--- src/rtl/wishbone_arbiter.sv ---
// Two-master, one-slave Wishbone arbiter with round-robin grant and a stall watchdog.
// The granted master is muxed combinationally onto the slave port and keeps it until it drops cyc.
module wishbone_arbiter #(
    parameter int unsigned ADDR_WIDTH    = 24,
    parameter int unsigned TIMEOUT_WIDTH = 8
) (
    input  logic                  clk_i,
    input  logic                  rst_i,

    input  logic                  m0_cyc_i,
    input  logic                  m0_stb_i,
    input  logic                  m0_we_i,
    input  logic [ADDR_WIDTH-1:0] m0_adr_i,
    input  logic [7:0]            m0_dat_i,
    output logic                  m0_ack_o,
    output logic                  m0_err_o,
    output logic                  m0_rty_o,
    output logic [7:0]            m0_dat_o,

    input  logic                  m1_cyc_i,
    input  logic                  m1_stb_i,
    input  logic                  m1_we_i,
    input  logic [ADDR_WIDTH-1:0] m1_adr_i,
    input  logic [7:0]            m1_dat_i,
    output logic                  m1_ack_o,
    output logic                  m1_err_o,
    output logic                  m1_rty_o,
    output logic [7:0]            m1_dat_o,

    output logic                  s_cyc_o,
    output logic                  s_stb_o,
    output logic                  s_we_o,
    output logic [ADDR_WIDTH-1:0] s_adr_o,
    output logic [7:0]            s_dat_o,
    input  logic                  s_ack_i,
    input  logic                  s_err_i,
    input  logic                  s_rty_i,
    input  logic [7:0]            s_dat_i
);

    typedef enum logic [1:0] {
        IDLE = 2'd0,
        GNT0 = 2'd1,
        GNT1 = 2'd2
    } state_t;

    state_t                   state;
    logic                     last;
    logic [TIMEOUT_WIDTH-1:0] count;

    logic                     granted;
    logic                     sel1;
    logic                     sel_cyc;
    logic                     sel_stb;
    logic                     sel_we;
    logic [ADDR_WIDTH-1:0]    sel_adr;
    logic [7:0]               sel_dat;
    logic                     resp;
    logic                     timeout;

    // Grant FSM; last remembers the most recently released master for round robin.
    always_ff @(posedge clk_i or posedge rst_i) begin
        if (rst_i) begin
            state <= IDLE;
            last  <= 1'b1;
        end else begin
            case (state)
                IDLE: begin
                    if (m0_cyc_i && m1_cyc_i) begin
                        state <= last ? GNT0 : GNT1;
                    end else if (m0_cyc_i) begin
                        state <= GNT0;
                    end else if (m1_cyc_i) begin
                        state <= GNT1;
                    end
                end
                GNT0: begin
                    if (!m0_cyc_i) begin
                        state <= IDLE;
                        last  <= 1'b0;
                    end
                end
                GNT1: begin
                    if (!m1_cyc_i) begin
                        state <= IDLE;
                        last  <= 1'b1;
                    end
                end
                default: state <= IDLE;
            endcase
        end
    end

    // Stall watchdog: counts granted cycles with stb high and no slave response.
    always_ff @(posedge clk_i or posedge rst_i) begin
        if (rst_i) begin
            count <= '0;
        end else if (!granted || !sel_stb || resp || timeout) begin
            count <= '0;
        end else begin
            count <= count + TIMEOUT_WIDTH'(1);
        end
    end

    // Master select for the slave-side mux.
    always_comb begin
        granted = (state == GNT0) || (state == GNT1);
        sel1    = (state == GNT1);
        sel_cyc = sel1 ? m1_cyc_i : m0_cyc_i;
        sel_stb = sel1 ? m1_stb_i : m0_stb_i;
        sel_we  = sel1 ? m1_we_i  : m0_we_i;
        sel_adr = sel1 ? m1_adr_i : m0_adr_i;
        sel_dat = sel1 ? m1_dat_i : m0_dat_i;
        resp    = s_ack_i || s_err_i || s_rty_i;
        timeout = granted && (&count) && !resp;
    end

    // Slave port: zero while idle, cyc/stb suppressed in the timeout cycle.
    always_comb begin
        s_cyc_o = granted && sel_cyc && !timeout;
        s_stb_o = granted && sel_stb && !timeout;
        s_we_o  = granted && sel_we;
        s_adr_o = granted ? sel_adr : '0;
        s_dat_o = granted ? sel_dat : 8'h00;
    end

    // Responses go only to the granted master; read data is broadcast.
    always_comb begin
        m0_ack_o = (state == GNT0) && s_ack_i;
        m0_err_o = (state == GNT0) && (s_err_i || timeout);
        m0_rty_o = (state == GNT0) && s_rty_i;
        m1_ack_o = (state == GNT1) && s_ack_i;
        m1_err_o = (state == GNT1) && (s_err_i || timeout);
        m1_rty_o = (state == GNT1) && s_rty_i;
        m0_dat_o = s_dat_i;
        m1_dat_o = s_dat_i;
    end

endmodule
--- config.mk ---
export PLATFORM = sky130hd
export DESIGN_NAME = wishbone_arbiter
export DESIGN_NICKNAME = d
export VERILOG_FILES = /design/src/rtl/wishbone_arbiter.sv
export SDC_FILE = /design/constraint.sdc
export NUM_CORES = 1
export LEC_CHECK = 0
export ABC_AREA = 1
export CAP_MARGIN = 20
export CORE_ASPECT_RATIO = 1.1
export CORE_MARGIN = 5
export CORE_UTILIZATION = 29
export CTS_CLUSTER_SIZE = 16
export DETAILED_ROUTE_END_ITERATION = 10
export GPL_TIMING_DRIVEN = 0
export PLACE_DENSITY = 0.88
export SLEW_MARGIN = 20
export SYNTH_ARGS = -nofsm -noshare
export SYNTH_HDL_FRONTEND = slang
export SYNTH_SLANG_ARGS = --single-unit
--- constraint.sdc ---
create_clock -name clk_i -period 2.16 [get_ports clk_i]
set_clock_uncertainty 0.1 [all_clocks]
set_input_delay 0.54 -clock clk_i [delete_from_list [all_inputs] [get_ports clk_i]]
set_output_delay 0.54 -clock clk_i [all_outputs]
set_load 0.03 [all_outputs]
Word-level counts from Yosys, hierarchy flattened
Cells that the tools add are included.
{ "totals": {"ff_bits": 11, "in_bits": 83, "output_inout_bits": 57, "wordCells": 57} }
{ "op_classes": {"add_sub_neg": 1, "eq_ne": 5, "mux": 18, "n_reduce_logical": 30} }
{ "op_table": {"columns": ["op", "count"], "rows": [
  ["$mux W24", 2],
  ["$mux W8", 3],
  ["$logic_and A1 B1 Y1", 14],
  ["$mux W2", 6],
  ["$add A8 B1 Y8 const B", 1],
  ["$reduce_and A8 Y1", 1],
  ["$logic_or A1 B1 Y1", 7],
  ["$pmux W2 S3", 1],
  ["$reduce_and A3 Y1", 2],
  ["$mux W1", 5],
  ["$logic_not A1 Y1", 4],
  ["$ne A2 B2 Y1 const B", 2],
  ["$ne A4 B4 Y1 const B", 1],
  ["$eq A2 B1 Y1 const B", 1],
  ["$eq A2 B2 Y1 const B", 1],
  ["$logic_not A2 Y1", 1],
  ["$pmux W1 S2", 1],
  ["$reduce_bool A2 Y1", 1]
]} }

Longest topological paths before layout
{ "depth": {"depth_word": 7, "mapped_depth": 9} }

Worst setup path after synthesis
No wires, ideal clock.
{ "synth_path": {"kind": "flip-flop to output port", "start": "reg state[0]", "end": "out m0_err_o", "arrival_time_ns": 1.593, "path_slack_ns": -0.073, "stages_incl_launch_ff": 8, "cell_sequence": "dfrtp_1 > inv_1 > ha_1 > buf_6 > nand3_1 > nor2_1 > nand2_2 > a21oi_1"} }
{ "synth_between": {"elab_chain_len": 6, "elab_cells_between_ends": 7} }
{ "synth_lines": {"columns": ["item", "line", "source"], "rows": [
  ["start: declaration", "47", "state_t state;"],
  ["start signal: assignment", "70", "state <= last ? GNT0 : GNT1;"],
  ["$eq A2 B1 Y1 / $eq A2 B2 Y1 (equally long branches)", "107, 130", null],
  ["$logic_or A1 B1 Y1", "107", "granted = (state == GNT0) || (state == GNT1);"],
  ["$logic_and A1 B1 Y1 (2 in series)", "115", "timeout = granted && (&count) && !resp;"],
  ["$logic_or A1 B1 Y1", "130", "m0_err_o = (state == GNT0) && (s_err_i || timeout);"],
  ["$logic_and A1 B1 Y1 *", "130", null],
  ["end: declaration", "16", "output logic m0_err_o,"]
]} }
Mark *: on every way between the ends. The rest lies on a longest branch, timed or not.

Worst setup path in the final report
{ "layout_path": {"start": "reg state[1]", "end": "out m0_err_o"} }
Same word-level chain as after synthesis.

==> out/metrics.cfg <==
[critical_path]
cp_num_buf_inv = 3
crit_chain = inv_2 -> ha_4 -> buf_6 -> nand3_2 -> nor2_2 -> nand2_2 -> a21oi_2 -> buf_6
path_max_fanout = 5
startpoint_type = flip-flop
crit_end = m0_err_o
worstReg2RegStart = state[1]
required_ps = 1520
path_class = reg -> out
cpPeakStageDelay_ps = 400
worstSetupEndpointType = output port
cp_common_cell = buf_6
reg2reg_depth = 10
r2r-end = count[3]
cp_slowest_cell = dfrtp_2
cp_num_cells = 8
reg2reg_slack_ps = 320
arrival_ps = 1730
crit_family = flip-flops
crit_start = state[1]

[detailed_routing]
totalWireLength_um = 6050
wl_per_cell_um = 14.0
drc_errors = 0
first_pass_iters = 4
first_iter_violations = 49
viasPerCell = 4.53
final_antenna_net_count = 0
vias = 1957

[global_routing]
grt_util_all_layers_pct = 17.2
grt_pass1_vias = 1857
grt.overflow.total = 0
grt_max_degree = 12
antenna_found_initial = 0
grt_pass1_wl_um = 8290

[run_status]
status = finished with violations
violations = negative setup slack

[die]
die_h_um = 82.0
start_util_pct = 29.6
core_area_um2 = 4620
fp.dieArea_um2 = 6180
fp.dieW_um = 75.4
rows = 26
io_pins = 140

[clocking]
clockBufferDepth = 2
clkSlewWorstSetupHoldPaths_ps = 50
insertion_delay_ps = 240
cts_hold_buf = 0
cts_buffers = 3
cts.htree.levels = 1
clockRootBuffer = clkbuf_8
cts.sinks = 11
cts_tree = built

[hold_path]
hold_class = reg -> reg
hp-start = count[0]
whs_path_depth = 1

[timing]
worst_pin_slew_ps = 401
period_share_pct = 110
slew_violations = 0
fin_crit_ps = 2370
hold_viol = 0
rsz0062_at_grt = yes
slew_headroom_pct = 73.3
setup_viol = 34
finalWorstSetupSlack_ps = -211
fmax_mhz = 422

[synth]
yosysWarnings = 0
synth.top_cell.area_share_pct = 20.3
netlist_instances = 229
synthTopCellsByArea = nor2_1, dfrtp_1, buf_4, o21ai_0, nand2_1
ys_types = 27
yosys_most_used_dff = dfrtp_1
ys_seq_area_share_pct = 20.3
synth-async-reset-ratio_pct = 100
synth-edff-count = 0
syn_nets = 316
syn_avg_cell_area_um2 = 5.96
synth_top_area_cell = nor2_1
syn_area_um2 = 1370
ys_seq_elements = 11

[finish]
fillers = 436
multi_input_area_um2 = 863
n_antenna_cell = 0
nets = 464
layout_common_cells = clkdlybuf4s50_1, nor2_1, buf_4
layout-drive-gt1-share_pct = 30.9
seq_area_um2 = 278
syn_to_final_growth_pct = 111
layout_commonest_cell = clkdlybuf4s50_1

[run]
max_cap_violations = 0

[place]
io_buffers = 131
gp_congestion = 0.771
dp_hpwl_um = 4870
pre_cts_slack_ps = -750

[power_and_ir_drop]
ir_drop_uv = 558
power_density_nw_per_um2 = 1250
finalPower_mw = 3.60
power_leakage_nw = 1.39

## sequential cells by signal, summed over array words and instances (netlist names)
signal / count
count: 8
state: 2
last: 1
## worst min-delay path by stage
stage,endpoint
global route,count[0]
floorplan,count[0]
detailed placement,count[0]
global placement,count[0]
finish,count[0]
CTS,count[0]
## routing by layer
metal  track usage [%]  routed length (um)
met5                 0                   0
met3              3.92                 627
met2              35.2                3260
met4              6.82                 173
met1              15.6                1990
## through the flow
| step | instance area (um^2) | TNS (ps) | cells | hold WS, ps | utilization (%) |
|---|---|---|---|---|---|
| global placement | 2750 | -17050 | 416 | 363 | 59.5 |
| CTS | 2790 | -2180 | 426 | 381 | 60.4 |
| finish | 2880 | -2120 | 432 | 375 | 62.2 |
| global route | 2880 | -5180 | 432 | 405 | 62.2 |
| floorplan | 1370 | -145 | 229 | 292 | - |
| detailed placement | 2750 | -18000 | 416 | 370 | 59.5 |
## cell usage after synthesis (2+ instances only)
library cell   n
nor2_2         9
nand3_1        3
inv_1         19
xor2_1         2
nand2_1       26
a21oi_1        2
nand2_2        3
o21ai_0       24
buf_2          7
dfrtp_1       10
buf_6          2
ha_1           4
buf_4         17
nor2_1        74
inv_2          3
o21bai_1       2
o21ai_1       12
## power by group
group / total [mW] / leakage, nW / switching (mW) / internal, mW
combinational: 3.13 / 1.21 / 1.86 / 1.27
sequential: 0.263 / 0.147 / 0.0223 / 0.240
clock: 0.210 / 0.0255 / 0.0831 / 0.127
total: 3.60 / 1.39 / 1.97 / 1.63
## repair_timing
action                     CTS  global route
setup buffers                5             6
pin swaps                    6             5
gates resized for setup    272            23
gates cloned                 1             0
setup endpoints to repair   41            40
## cells by family (layout without fill, tap and decap cells)
logic type | Yosys count | in the layout | share of synthesized area (%)
compound gates | 41 | 41 | 15.7
xor+xnor | 3 | 3 | 1.93
fa+ha+maj | 4 | 4 | 3.67
buf+inv | 49 | 196 | 19.9
flops | 11 | 11 | 20.3
simple gates | 121 | 121 | 38.6
## cell type report
| class | count | share of cell area [%] |
|---|---|---|
| Buffer | 27 | 7.79 |
| Clock buffer | 3 | 1.44 |
| Clock inverter | 1 | 0.174 |
| Inverter | 22 | 2.87 |
| Multi-Input combinational cell | 169 | 30.0 |
| Sequential cell | 11 | 9.66 |
| Tap cell | 56 | 2.44 |
| Timing Repair Buffer | 143 | 45.6 |
No activity file was read; power rests on OpenSTA's default activity.
